[config.mk]
export PLATFORM = sky130hd
export DESIGN_NAME = psc_frame_gen
export DESIGN_NICKNAME = d
export VERILOG_FILES = /design/src/rtl/psc_frame_gen.sv
export SDC_FILE = /design/constraint.sdc
export NUM_CORES = 1
export LEC_CHECK = 0
export ABC_AREA = 1
export CAP_MARGIN = 20
export CORE_MARGIN = 5
export CORE_UTILIZATION = 51
export CTS_CLUSTER_DIAMETER = 30
export DETAILED_ROUTE_END_ITERATION = 10
export PLACE_DENSITY = 0.89
export SYNTH_ARGS = -nofsm -noshare
export SYNTH_HDL_FRONTEND = slang
export SYNTH_SLANG_ARGS = --single-unit
[constraint.sdc]
create_clock -name clk -period 3.7 [get_ports clk]
set_clock_uncertainty 0.15 [all_clocks]
set_input_delay 0.74 -clock clk [delete_from_list [all_inputs] [get_ports clk]]
set_output_delay 0.74 -clock clk [all_outputs]
set_load 0.01 [all_outputs]
[src/rtl/psc_frame_gen.sv]
// psc_frame_gen: handshaked byte serialiser for PSC link frames (SOP, ADDR, CMD, RSV, payload, EOP).
// Define PSC_FRAME_CHECKSUM_EN to insert an XOR checksum beat between payload and EOP.
module psc_frame_gen #(
  parameter int         NUM_CH        = 4,
  parameter int         PAYLOAD_BYTES = 5,
  parameter int         EOP_COUNT     = 2,
  parameter logic [7:0] BASE_ADDR     = 8'h01,
  parameter logic [7:0] TRIG_CMD      = 8'h30,
  parameter logic [7:0] DATA_CMD      = 8'h00,
  parameter logic [7:0] SOP_CHAR      = 8'h3C,
  parameter logic [7:0] EOP_CHAR      = 8'hBC,
  localparam int        CHW           = (NUM_CH > 1) ? $clog2(NUM_CH) : 1
) (
  input  logic                       clk,
  input  logic                       reset_n,
  input  logic                       req_valid,
  output logic                       req_ready,
  input  logic [CHW-1:0]             req_ch,
  input  logic                       req_trigger,
  input  logic [8*PAYLOAD_BYTES-1:0] req_payload,
  input  logic                       abort,
  output logic [7:0]                 tx_data,
  output logic                       tx_k,
  output logic                       tx_valid,
  input  logic                       tx_ready,
  output logic                       busy,
  output logic                       frame_done,
  output logic                       frame_aborted
);

  localparam int MAX_BEATS = (PAYLOAD_BYTES > EOP_COUNT) ?
                             ((PAYLOAD_BYTES > 3) ? PAYLOAD_BYTES : 3) :
                             ((EOP_COUNT > 3) ? EOP_COUNT : 3);
  localparam int CW = $clog2(MAX_BEATS);

  localparam logic [CW-1:0] HDR_LAST = CW'(2);
  localparam logic [CW-1:0] PAY_LAST = CW'(PAYLOAD_BYTES - 1);
  localparam logic [CW-1:0] EOP_LAST = CW'(EOP_COUNT - 1);

  typedef enum logic [2:0] {
    IDLE,
    SOP,
    HDR,
    PAY,
`ifdef PSC_FRAME_CHECKSUM_EN
    CSUM,
`endif
    EOP
  } state_t;

  state_t                     state, state_nxt;
  logic [CW-1:0]              cnt, cnt_nxt;
  logic [CHW-1:0]             ch_q;
  logic                       trig_q;
  logic [8*PAYLOAD_BYTES-1:0] pay_q;
  logic                       abort_q;
  logic                       fire, accept, abort_now, last_eop;
  logic [7:0]                 data_nxt;
  logic                       k_nxt, valid_nxt;

  assign fire      = tx_valid && tx_ready;
  assign accept    = (state == IDLE) && req_valid;
  assign abort_now = abort_q || abort;
  assign last_eop  = (state == EOP) && fire && (cnt == EOP_LAST);
  assign req_ready = (state == IDLE);
  assign busy      = (state != IDLE);

`ifdef PSC_FRAME_CHECKSUM_EN
  logic [7:0] csum_q;

  // Running XOR of every header and payload byte already handed over.
  always_ff @(posedge clk or negedge reset_n) begin
    if (!reset_n)                                csum_q <= 8'h00;
    else if (accept)                             csum_q <= 8'h00;
    else if (fire && (state == HDR || state == PAY)) csum_q <= csum_q ^ tx_data;
  end
`endif

  // NOTE: every variable gets a default at the top so no path leaves it unassigned (no latches).
  always_comb begin
    state_nxt = state;
    cnt_nxt   = cnt;
    case (state)
      IDLE: if (req_valid) begin
        state_nxt = SOP;
        cnt_nxt   = '0;
      end
      SOP: if (fire) begin
        state_nxt = abort_now ? EOP : HDR;
        cnt_nxt   = '0;
      end
      HDR: if (fire) begin
        if (abort_now || cnt == HDR_LAST) begin
          state_nxt = abort_now ? EOP : PAY;
          cnt_nxt   = '0;
        end else begin
          cnt_nxt = cnt + 1'b1;
        end
      end
      PAY: if (fire) begin
        if (abort_now) begin
          state_nxt = EOP;
          cnt_nxt   = '0;
        end else if (cnt == PAY_LAST) begin
`ifdef PSC_FRAME_CHECKSUM_EN
          state_nxt = CSUM;
`else
          state_nxt = EOP;
`endif
          cnt_nxt   = '0;
        end else begin
          cnt_nxt = cnt + 1'b1;
        end
      end
`ifdef PSC_FRAME_CHECKSUM_EN
      CSUM: if (fire) begin
        state_nxt = EOP;
        cnt_nxt   = '0;
      end
`endif
      EOP: if (fire) begin
        if (cnt == EOP_LAST) begin
          state_nxt = IDLE;
          cnt_nxt   = '0;
        end else begin
          cnt_nxt = cnt + 1'b1;
        end
      end
      default: begin
        state_nxt = IDLE;
        cnt_nxt   = '0;
      end
    endcase
  end

  // Byte for the beat about to be presented; it is registered straight onto tx_*.
  always_comb begin
    data_nxt  = 8'h00;
    k_nxt     = 1'b0;
    valid_nxt = 1'b1;
    case (state_nxt)
      SOP: begin
        data_nxt = SOP_CHAR;
        k_nxt    = 1'b1;
      end
      HDR: begin
        if (cnt_nxt == '0)          data_nxt = BASE_ADDR + 8'(ch_q);
        else if (cnt_nxt == CW'(1)) data_nxt = trig_q ? TRIG_CMD : DATA_CMD;
        else                        data_nxt = 8'h00;
      end
      PAY:  data_nxt = pay_q[8*(PAYLOAD_BYTES-1-int'(cnt_nxt)) +: 8];
`ifdef PSC_FRAME_CHECKSUM_EN
      CSUM: data_nxt = csum_q ^ tx_data;
`endif
      EOP: begin
        data_nxt = EOP_CHAR;
        k_nxt    = 1'b1;
      end
      default: valid_nxt = 1'b0;
    endcase
  end

  // NOTE: sequential state uses non-blocking assignments so all registers update together.
  always_ff @(posedge clk or negedge reset_n) begin
    if (!reset_n) begin
      state         <= IDLE;
      cnt           <= '0;
      tx_data       <= 8'h00;
      tx_k          <= 1'b0;
      tx_valid      <= 1'b0;
      abort_q       <= 1'b0;
      frame_done    <= 1'b0;
      frame_aborted <= 1'b0;
    end else begin
      state         <= state_nxt;
      cnt           <= cnt_nxt;
      frame_done    <= last_eop;
      frame_aborted <= last_eop && abort_q;
      // Outputs only move on a handshake (or from IDLE), so stalled beats stay stable.
      if (state == IDLE || fire) begin
        tx_data  <= data_nxt;
        tx_k     <= k_nxt;
        tx_valid <= valid_nxt;
      end
      if (state == IDLE)                  abort_q <= 1'b0;
      else if (abort && state != EOP)     abort_q <= 1'b1;
    end
  end

  // NOTE: the request copy is reset as well so a frame can never carry stale pre-reset X data.
  always_ff @(posedge clk or negedge reset_n) begin
    if (!reset_n) begin
      ch_q   <= '0;
      trig_q <= 1'b0;
      pay_q  <= '0;
    end else if (accept) begin
      ch_q   <= req_ch;
      trig_q <= req_trigger;
      pay_q  <= req_payload;
    end
  end

endmodule

* After elaboration in Yosys (flattened, before gate mapping)
Cells that the tools add are included.
Word-level totals: input bits 48, word-level logic and storage cells 73, output and inout port bits 14, register bits 62
Cells by class: muxes and demuxes 30, reduce and logical (&&, ||, !) cells 15, $add $sub $neg 3, equality and inequality tests 13, shift-type cells 1
Operators with widths (number):
- 3-bit 2-to-1 mux | 20
- 40-bit by 7-bit indexed part select with 8-bit output | 1
- 8-bit case mux with 4 select lines | 1
- 3-bit case mux with 5 select lines | 2
- 6-bit 2-to-1 mux | 3
- 3-bit by 2-bit == test with 1-bit output (second input constant) | 5
- 3-bit by 1-bit == test with 1-bit output (second input constant) | 4
- 3-bit == test (second input constant) | 3
- 1-bit logical AND | 6
- 3-bit zero test | 2
- 1-bit 2-to-1 mux | 4
- 4-bit OR reduction | 1
- 3-bit by 3-bit subtractor with 4-bit output (first input constant) | 1
- 1-bit by 2-bit adder with 3-bit output (first input constant) | 1
- 3-bit by 1-bit adder with 3-bit output (second input constant) | 1
- 1-bit logical OR | 3
- 3-bit != test (second input constant) | 1
- 3-bit nonzero test | 1
- 2-bit nonzero test | 1
- 2-bit OR reduction | 1

* Longest topological paths before layout
depth after elaboration 9, depth in mapped cells 23, mapped depth without buffers 21

* Worst setup path before layout
No wires, ideal clock.
path kind input to register, start point input port abort, end point register tx_data[0], slack 859 ps, data arrival time 2625 ps, required time 3484 ps, stages 19, cells stage by stage inv_1 > nand2_1 > nor2_1 > nand2_2 > nand3_2 > nand2_1 > nand2_1 > nand2_2 > buf_6 > inv_4 > ha_1 > clkinv_1 > nor2_1 > nand2_1 > nand2_1 > nand2_1 > o21bai_1 > nand2_1 > nand2_1
On the way: cells in the longest elaborated chain, start to end 9, elaborated cells on any way between the ends 26
RTL lines:
- start: declaration | RTL line 21 | input logic abort,
- 1-bit logical OR (*) | RTL line 63 | assign abort_now = abort_q || abort;
- 1-bit logical OR | RTL line 93 | if (abort_now || cnt == HDR_LAST) begin
- 3-bit 2-to-1 mux | RTL line 93
- 3-bit 2-to-1 mux | RTL line 92 | HDR: if (fire) begin
- 3-bit case mux with 5 select lines (*) | RTL line 83 | case (state)
- via cnt_nxt[0] | RTL line 52 | logic [CW-1:0] cnt, cnt_nxt;
- parallel branches: the longest is 3 deep, another holds 3-bit by 3-bit subtractor with 4-bit output
- 8-bit case mux with 4 select lines (*) | RTL line 141 | case (state_nxt)
- end signal: assignment | RTL line 181 | tx_data <= data_nxt;
- end: declaration | RTL line 22 | output logic [7:0] tx_data,
Mark *: on every way through the listed nets, which the timed path passes. A chain may end at the register's enable or synchronous reset.

* Final worst setup path
start point input port abort, end point register tx_data[5]
The elaborated chain is that of the path after synthesis.

==> flow_summary.toml <==
[run_status]
status = "completed"

[critical_path]
cp_slowest_cell = "clkdlybuf4s50_1"
crit_path_max_incr_delay_ns = 0.47
crit_top_cell = "nand2_1"
endpoint_kind = "flip-flop"
r2r_cells = 20
worst-path-max-fanout = 25
critPathTopFamily = "buffers and inverters"
path_buf_inv = 6
path_cells = "clkdlybuf4s50_1 -> inv_1 -> nand2_1 -> nor2_1 -> nand2_2 -> nand3_2 -> nand2_1 -> nand2_1 -> nand2_2 -> inv_4 -> ha_1 -> buf_4 -> clkinv_1 -> nor2_1 -> buf_4 -> nand2_1 -> nand2_1 -> nand2_1 -> o21bai_1 -> nand2_1 -> nand2_1"
worstPathRequired_ns = 3.83
setup.worst_path.start_class = "primary input"
path_class = "in2reg"
arrival_ns = 3.42
worstSetupPathDepth = 21

[global_route]
grt.overflow.total = 0
grt_max_degree = 53
grt_pass1_wl_um = 12400
grt_util_all_layers_pct = 20.3
grt_pass1_vias = 2814
antenna_found_initial = 0

[clock_network]
cts_buffer_depth = 2
postCtsHoldBufs = 0
clock_latency_ns = 0.34
clk_pin_slew_ns = 0.07
htreeDepth = 3
cts_made_buffers = 9
cts_root_buffer = "clkbuf_8"
cts_tree = "done"
cts_resized = 0
cts_setup_buffers = 0
cts_sinks = 62

[layout]
n_antenna_cell = 0
utilization_pct = 65.8
drive_gt1_share_pct = 10.7
area_growth_syn_to_layout_pct = 27.2
fin_nets = 557

[synthesis]
yosys_most_used_dff = "dfrtp_1"
yosysMostFrequentCell = "nand2_1"
syn_area_per_cell_sq_um = 7.41
synth-seq-cells = 62
ys_types = 28
async_flop_share_pct = 100
seq_area_frac_synth_pct = 48.0
synthCells = 436
syn_area_sq_um = 3230
synth_nets = 492
synthTopCellsByCount = "nand2_1, dfrtp_1, o21ai_0"
yosys-top-cells-area = "dfrtp_1, nand2_1, o21ai_0, nor2_1, ha_1"
synth_top_area_cell = "dfrtp_1"
yosys_warnings = 0
synth_top_area_share_pct = 48.0
synth_edf_count = 0

[sta]
finalSetupViolations = 0
tns_ns = 0
finalCriticalPeriod_ns = 3.29
hold_viol = 0
post-route-period-util_pct = 88.8
worst_pin_slew_ns = 0.885
rsz0062_at_grt = "no"
max_freq_mhz = 304
slew_violations = 0
holdWs_ns = 0.327
relSlewSlack_pct = 41.0

[floorplan]
dieArea_sq_um = 8020
core_sq_um = 6240
num_rows = 29
die_w_um = 89.6
dieHeight_um = 89.6
pin_count = 62
start_util_pct = 51.7

[run]
drv_cap = 0

[drt]
drt_first_iter_violations = 101
first_pass_iters = 5
vias_per_cell = 4.97
wl_per_cell_um = 13.0
vias = 2891
wirelength_um = 7560
drc = 0
ant_nets = 0

[worst_hold_path]
hold_depth = 2
hp-class = "reg2reg"

[power_and_ir_drop]
power.density_nw_per_um2 = 321
finalPower_uw = 1320
leakage_uw = 0.00210
worst_ir_drop_vdd_uv = 304

[placement]
place_congestion = 0.884
dp_hpwl_um = 5650
port_buffers = 61
cell families after synthesis:
logic type	share of synthesized area [%]
flip-flops	48.0
AND/OR/NAND/NOR	33.6
adder cells (fa/ha/maj)	3.10
buffers and inverters	5.70
AO/OA/AOI/OAI	9.53
worst register-to-register path, cell delays in order (launching register included):
cell	delay, ns
dfrtp_1	0.40
inv_1	0.12
ha_1	0.18
nand2_1	0.12
nand3_1	0.16
nand3_2	0.08
nand2_1	0.06
nand2_1	0.06
nand2_2	0.18
inv_4	0.09
ha_1	0.28
buf_4	0.23
clkinv_1	0.24
nor2_1	0.15
buf_4	0.16
nand2_1	0.05
nand2_1	0.06
nand2_1	0.07
o21bai_1	0.13
nand2_1	0.08
nand2_1	0.08
routing by layer:
metal	part of all wire [%]	track usage [%]
met2	48	32.8
met1	43	25.3
met5	0	0
met3	5.9	4.74
met4	3.1	10.7
flip-flops by register name (all words and copies together) (netlist names):
register,flops
frame_aborted,1
tx_valid,1
abort_q,1
frame_done,1
ch_q,2
cnt,3
trig_q,1
tx_data,8
state,3
tx_k,1
pay_q,40
layout make-up:
class / instances / area [sq um]
fillers: 528 / 2130
clock inverters: 4 / 47.5
clock buffers: 11 / 141
repair buffers: 67 / 651
flip-flops and latches: 62 / 1550
well taps: 77 / 96.3
inverters: 33 / 126
multi-input cells: 328 / 1490
layout by cell type (no fill, tap or decap), types with 4 or more instances in the layout:
| cell | n |
|---|---|
| ha_1 | 8 |
| o21ai_1 | 9 |
| inv_2 | 9 |
| nor3_1 | 4 |
| nand2_2 | 12 |
| clkbuf_8 | 10 |
| clkdlybuf4s50_1 | 60 |
| dfrtp_1 | 62 |
| nor2_1 | 27 |
| o21bai_1 | 7 |
| o21ai_0 | 31 |
| nand2_1 | 204 |
| inv_1 | 22 |
| buf_4 | 6 |
| nand3_1 | 10 |
where the power goes:
group	internal [uW]	total [uW]	switching, uW	leakage, uW
sequential	678	678	0	0.000793
clock	323	577	254	0.0000952
combinational	43.0	62.7	19.8	0.00121
worst paths after layout:
check                                           start                      to  slack (ns)
max in group asynchronous                     reset_n  tx_data[2]$_DFFE_PN0P_        2.22
worst min register to register  pay_q[17]$_DFFE_PN0P_   pay_q[17]$_DFFE_PN0P_        0.33
worst min-delay path            pay_q[17]$_DFFE_PN0P_   pay_q[17]$_DFFE_PN0P_        0.33
worst max-delay path                            abort  tx_data[5]$_DFFE_PN0P_        0.41
min in group asynchronous                     reset_n     abort_q$_DFFE_PN0P_        0.35
worst max register to register       cnt[1]$_DFF_PN0_  tx_data[5]$_DFFE_PN0P_        0.52
through the flow:
| step | instances | area [sq um] | setup WS (ns) |
|---|---|---|---|
| after floorplan | 436 | 3230 | 0.859 |
| after global placement | 567 | 3920 | 0.197 |
| after detailed placement | 567 | 3920 | 0.115 |
| after CTS | 582 | 4110 | 0.446 |
| after global routing | 582 | 4110 | 0.121 |
| final | 582 | 4110 | 0.414 |
(Power assumes the default switching activity.)
